--- src/rtl/flick_conditioner.sv ---
`default_nettype none
// +------------------------------------------------------------------------+
// | flick_conditioner: synchronises, debounces and counts a flick button.  |
// | Optional auto-repeat while held: define FLICK_AUTOREPEAT_EN.           |
// | Revision: 1.0                                                          |
// +------------------------------------------------------------------------+
module flick_conditioner #(
   parameter int unsigned DEBOUNCE_CYCLES = 16,
   parameter int unsigned REPEAT_CYCLES   = 1024
) (
   input  logic       clk,
   input  logic       rst,
   input  logic       btn_in,
   output logic       flk,
   output logic       flk_pulse,
   output logic [7:0] press_cnt
);

   typedef enum logic [1:0] {
      ST_IDLE      = 2'd0,
      ST_DEB_PRESS = 2'd1,
      ST_PRESSED   = 2'd2,
      ST_DEB_REL   = 2'd3
   } state_t;

   localparam logic [15:0] c_deb_last = 16'(DEBOUNCE_CYCLES - 1);

   logic        sync1_q;
   logic        btn_s_q;
   state_t      state_q, state_d;
   logic [15:0] cnt_q, cnt_d;
   logic [15:0] cnt_inc;
   logic        flk_q, flk_d;
   logic        pulse_q, pulse_d;
   logic [7:0]  press_cnt_q, press_cnt_d;
   logic        rpt_fire;

   always_ff @(posedge clk or negedge rst) begin
      if (!rst) begin
         sync1_q <= 1'b0;
         btn_s_q <= 1'b0;
      end else begin
         sync1_q <= btn_in;
         btn_s_q <= sync1_q;
      end
   end

`ifdef FLICK_AUTOREPEAT_EN
   localparam logic [15:0] c_rpt_period = 16'(REPEAT_CYCLES);

   logic [15:0] rpt_q, rpt_d;

   assign rpt_fire = (state_q == ST_PRESSED) && btn_s_q && ((rpt_q + 16'd1) == c_rpt_period);

   // Restart the repeat period on a fresh press; hold it across release bounces.
   always_comb begin
      rpt_d = rpt_q;
      if ((state_q == ST_DEB_PRESS) && (state_d == ST_PRESSED)) begin
         rpt_d = '0;
      end else if ((state_q == ST_PRESSED) && btn_s_q) begin
         rpt_d = rpt_fire ? 16'd0 : (rpt_q + 16'd1);
      end
   end

   always_ff @(posedge clk or negedge rst) begin
      if (!rst) begin
         rpt_q <= '0;
      end else begin
         rpt_q <= rpt_d;
      end
   end
`else
   assign rpt_fire = 1'b0;
`endif

   // The IDLE->DEB_PRESS sample is the first stable one, so the DEB states
   // finish when the incremented count reaches DEBOUNCE_CYCLES-1.
   always_comb begin
      state_d     = state_q;
      cnt_d       = cnt_q;
      cnt_inc     = cnt_q + 16'd1;
      pulse_d     = 1'b0;
      press_cnt_d = press_cnt_q;
      case (state_q)
         ST_IDLE: begin
            if (btn_s_q) begin
               state_d = ST_DEB_PRESS;
               cnt_d   = '0;
            end
         end
         ST_DEB_PRESS: begin
            if (!btn_s_q) begin
               state_d = ST_IDLE;
               cnt_d   = '0;
            end else if (cnt_inc == c_deb_last) begin
               state_d = ST_PRESSED;
               cnt_d   = '0;
               pulse_d = 1'b1;
            end else begin
               cnt_d = cnt_inc;
            end
         end
         ST_PRESSED: begin
            if (!btn_s_q) begin
               state_d = ST_DEB_REL;
               cnt_d   = '0;
            end else if (rpt_fire) begin
               pulse_d = 1'b1;
            end
         end
         ST_DEB_REL: begin
            if (btn_s_q) begin
               state_d = ST_PRESSED;
               cnt_d   = '0;
            end else if (cnt_inc == c_deb_last) begin
               state_d = ST_IDLE;
               cnt_d   = '0;
            end else begin
               cnt_d = cnt_inc;
            end
         end
         default: begin
            state_d = ST_IDLE;
            cnt_d   = '0;
         end
      endcase
      if (pulse_d) begin
         press_cnt_d = press_cnt_q + 8'd1;
      end
      flk_d = (state_d == ST_PRESSED) || (state_d == ST_DEB_REL);
   end

   always_ff @(posedge clk or negedge rst) begin
      if (!rst) begin
         state_q     <= ST_IDLE;
         cnt_q       <= '0;
         flk_q       <= 1'b0;
         pulse_q     <= 1'b0;
         press_cnt_q <= '0;
      end else begin
         state_q     <= state_d;
         cnt_q       <= cnt_d;
         flk_q       <= flk_d;
         pulse_q     <= pulse_d;
         press_cnt_q <= press_cnt_d;
      end
   end

   assign flk       = flk_q;
   assign flk_pulse = pulse_q;
   assign press_cnt = press_cnt_q;

endmodule
`default_nettype wire

--- config.mk ---
export PLATFORM = sky130hd
export DESIGN_NAME = flick_conditioner
export DESIGN_NICKNAME = d
export VERILOG_FILES = /design/src/rtl/flick_conditioner.sv
export SDC_FILE = /design/constraint.sdc
export NUM_CORES = 1
export LEC_CHECK = 0
export ABC_AREA = 1
export ABC_CLOCK_PERIOD_IN_PS = 2300
export BUFFER_PORTS_ARGS = -buffer_cell sky130_fd_sc_hd__buf_2
export CAP_MARGIN = 20
export CORE_MARGIN = 4
export CORE_UTILIZATION = 40
export CTS_CLUSTER_SIZE = 40
export DETAILED_ROUTE_END_ITERATION = 12
export GPL_ROUTABILITY_DRIVEN = 0
export SLEW_MARGIN = 25
export SYNTH_ARGS = -nofsm -noshare
export SYNTH_HDL_FRONTEND = slang
export SYNTH_SLANG_ARGS = --single-unit
--- constraint.sdc ---
create_clock -name clk -period 2.3 [get_ports clk]
set_input_delay 0.23 -clock clk [delete_from_list [all_inputs] [get_ports clk]]
set_output_delay 0.23 -clock clk [all_outputs]
set_load 0.1 [all_outputs]
==> metrics.sh <==
POST_CTS.REPAIR.SETUP_BUFFERS=0
SYNTH_EDF_COUNT=0
GLOBAL_ROUTE.OVERFLOW_TOTAL=0
TIMING.FINAL.CRIT_PERIOD_NS=1.98
IO_COUNT=13
SETUP-VIOLATIONS-FINAL=0
NETLIST_AREA_MM2=0.00185
AVGVIACOUNTPERCELL=4.96
PIN_COUNT_OF_THE_BIGGEST_NET_ENTERING_GLOBAL_ROUTING=30
GRT_USAGE_PCT=14.8
SYNTH_AREA_LEADERS='dfrtp_1, nand2_1, inv_1'
GRT_PASS1_WL_UM=7110
POWER_LEAKAGE_nW=0.995
DPL_WORST_SLACK_NS=0.306
IRDROPWORSTVDD_mV=0.331
STATUS='finished with violations'
FINAL_CELL_MIX='nand2_1, dfrtp_1, inv_1'
FLOORPLAN.DIE.HEIGHT_UM=76.1
WORSTPATHCELLLIST='ha_1, nand2_1, nor2_2, nand2_1, nand2_1, nand2_2, nor2_2, nand2_2, nor3_4, nand4_1, nand2_1'
CRITICAL_PATH.MAX_FANOUT=6
CTS_TREE='done'
ROWS=24
ANTENNA_CELLS=0
SLEW-LIMIT-HEADROOM_PCT=54.3
START_UTIL_PCT=42.0
POST_DR_WIRELENGTH_CELL_UM=12.3
TOTALNEGATIVESETUPSLACK_NS=0
POST-ROUTE-UTIL_PCT=46.6
ANT_NETS=0
STDCELL_AREA_MM2=0.00206
FIN_NETS=278
POWER_PER_CELL_AREA_mW_PER_MM2=475
FINAL.SETUP_SKEW_NS=0.00373
FILLCELLCOUNT=457
YOSYS.AREA.TOP_TYPE='dfrtp_1'
CP_MAX_DELAY_CELL='dfrtp_1'
SYNTH_NETS=261
FAILED_CHECKS='negative hold slack'
CRIT_ARRIVAL_NS=2.20
IO_BUFFERS=12
SEQUENTIAL_SHARE_OF_THE_SYNTHESIZED_AREA_PCT=39.1
VIA_COUNT_OF_THE_FIRST_GLOBAL_ROUTING_PASS=1510
SYNTH_LARGEST_TYPE_AREA_FRACTION_PCT=39.1
PLACED_CELL_AREA_MM2=0.00197
DRT_WL_TOTAL_UM=4010
TIGHTEST_SLEW_NS=0.686
CLK_PIN_SLEW_WORST_PATHS_NS=0.07
SYN_TO_FINAL_GROWTH_PCT=10.9
REMAINING_DRC_ERRORS=0
SYN-MEAN-INSTANCE-AREA_UM2=7.27
DIE_AREA_MM2=0.00579
RR_STARTPOINT='cnt_q[1]$_DFFE_PN0P_'
TIMING.CRITICAL_PATH.FROM_TYPE='flop'
CRITPATHLAUNCH='cnt_q[1]$_DFFE_PN0P_'
HPWLAFTERDP_UM=2960
CHIPWIDTH_UM=76.1
DOMINANTREGCELLSYNTH='dfrtp_1'
POST_ROUTE_CELLS_DRIVE_ABOVE_1_SHARE_PCT=18.3
POSTCTSRESIZEDCELLS=0
TOTALPOWERFINAL_uW=977
CTS_HTREE_LEVELS=2
CTS_MAX_PATH_BUFFERS=2
REQUIRED_WORST_ENDPOINT_NS=2.52
HOLD-WORST-SLACK_NS=-0.0123
FMAX_MHz=505
POSTSYNTHCELLCOUNT=255
WORSTSETUPENDPOINTTYPE='flop'
TIMING.HOLD.WORST.CLASS='input port to async pin'
FINALMAXSLEWVIOLATIONS=0
CTS_ROOT_BUFFER='clkbuf_8'
ANTENNA_FOUND_INITIAL=0
PERIOD_SHARE_PCT=86.1
R2R.WORST_PATH.CELLS=11
GRT_SETUP_UNREPAIRED='no'
CRIT_TOP_CELL='nand2_1'
MOSTFREQUENTLAYOUTCELL='nand2_1'
SYNTHESIS.YOSYS.WARNINGS=0
WORST-SETUP-PATH-TYPE='flop to flop'
CAP_VIOLATIONS=0
DETAILEDROUTE.FIRSTITERATIONVIOLATIONS=108
YS_FF_LATCH=29
MULTI_INPUT_COMB_AREA_MM2=0.00102
VIA_COUNT=1613
SLOWEST_DELAY_NS=0.43
FINAL_HOLD_VIOL_COUNT=20
DETAIL_ROUTE.FIRST_PASS.ITERATIONS=4
CTS-HOLD-FIX-BUFFERS=0
FLOORPLAN.CORE_AREA_MM2=0.00441
YOSYS.CELL_TYPES.COUNT=23
CLOCK_LATENCY_NS=0.28
AREA.SEQUENTIAL_UM2=726
SETUP_SLACK_NS=0.319
CLK_SINK_COUNT=29
NUMCTSBUFFERS=5
ASYNC_RESET_FF_SHARE_PCT=100
[cells in the mapped netlist, types with 2 or more instances]
cell type and number:
clkbuf_1 2, dfrtp_1 29, ha_1 3, inv_1 26, nand2_1 90, nand2_2 9
nand3_1 16, nand3_2 3, nand4_1 12, nor2_1 23, nor2_2 8, nor2_4 5
o21ai_0 14, o22ai_1 2, xnor2_1 3, xor2_1 3
[metrics by stage]
| stage | instances | hold slack, ns |
|---|---|---|
| floorplan | 255 | -0.0656 |
| global placement | 317 | 0.312 |
| detailed placement | 317 | 0.324 |
| CTS | 325 | 0.0206 |
| global route | 325 | 0.0375 |
| finish | 325 | -0.0123 |
[worst paths after layout]
kind                                                  to  slack (ns)
worst max-delay path            press_cnt[2]$_DFFE_PN0P_        0.32
max in group asynchronous       press_cnt[1]$_DFFE_PN0P_        1.87
worst max register to register  press_cnt[2]$_DFFE_PN0P_        0.32
worst min-delay path               cnt_q[14]$_DFFE_PN0P_       -0.01
worst min register to register         btn_s_q$_DFF_PN0_        0.35
min in group clk                       sync1_q$_DFF_PN0_        0.05
[power breakdown]
group	internal [mW]	total, mW	leakage, nW	switching, mW
combinational	0.00760	0.0400	0.553	0.0324
sequential	0.516	0.521	0.397	0.00582
clock	0.210	0.415	0.0450	0.206
total	0.733	0.977	0.995	0.244
[routing by layer]
layer	up-vias	part of all wire (%)	GRT usage [%]
li1	849	-	-
met1	730	49	19.9
met2	29	46	23.9
met3	5	3.6	3.31
met4	0	1.3	4.20
met5	-	0	0
[worst max-delay path, delay by kind of cell, from the launching register on]
| kind | cells | cell delay (ns) |
|---|---|---|
| AND/OR/NAND/NOR | 10 | 1.26 |
| flip-flops | 1 | 0.43 |
| adder cells (fa/ha/maj) | 1 | 0.23 |
[state kept, by name, summed over array words and instances (netlist names)]
name / flops
sync1_q: 1
cnt_q: 16
flk: 1
flk_pulse: 1
btn_s_q: 1
press_cnt: 8
state_q: 1
[cell type report]
class / instances / share of cell area (%)
sequential: 29 / 35.3
multi-input combinational: 197 / 49.5
inverter: 26 / 4.74
clock buffer: 6 / 3.53
tap: 52 / 3.16
clock inverter: 2 / 0.487
timing repair buffer: 13 / 3.28
[cell families (layout without fill, tap and decap cells)]
logic type               after synthesis  in the layout  synth area share (%)
buffers and inverters                 29             47                  5.94
XOR/XNOR                               6              6                  2.83
AND/OR/NAND/NOR                      171            171                  45.1
flip-flops                            29             29                  39.1
AO/OA/AOI/OAI                         17             17                  4.93
adder cells (fa/ha/maj)                3              3                  2.02
(Power assumes the default switching activity.)
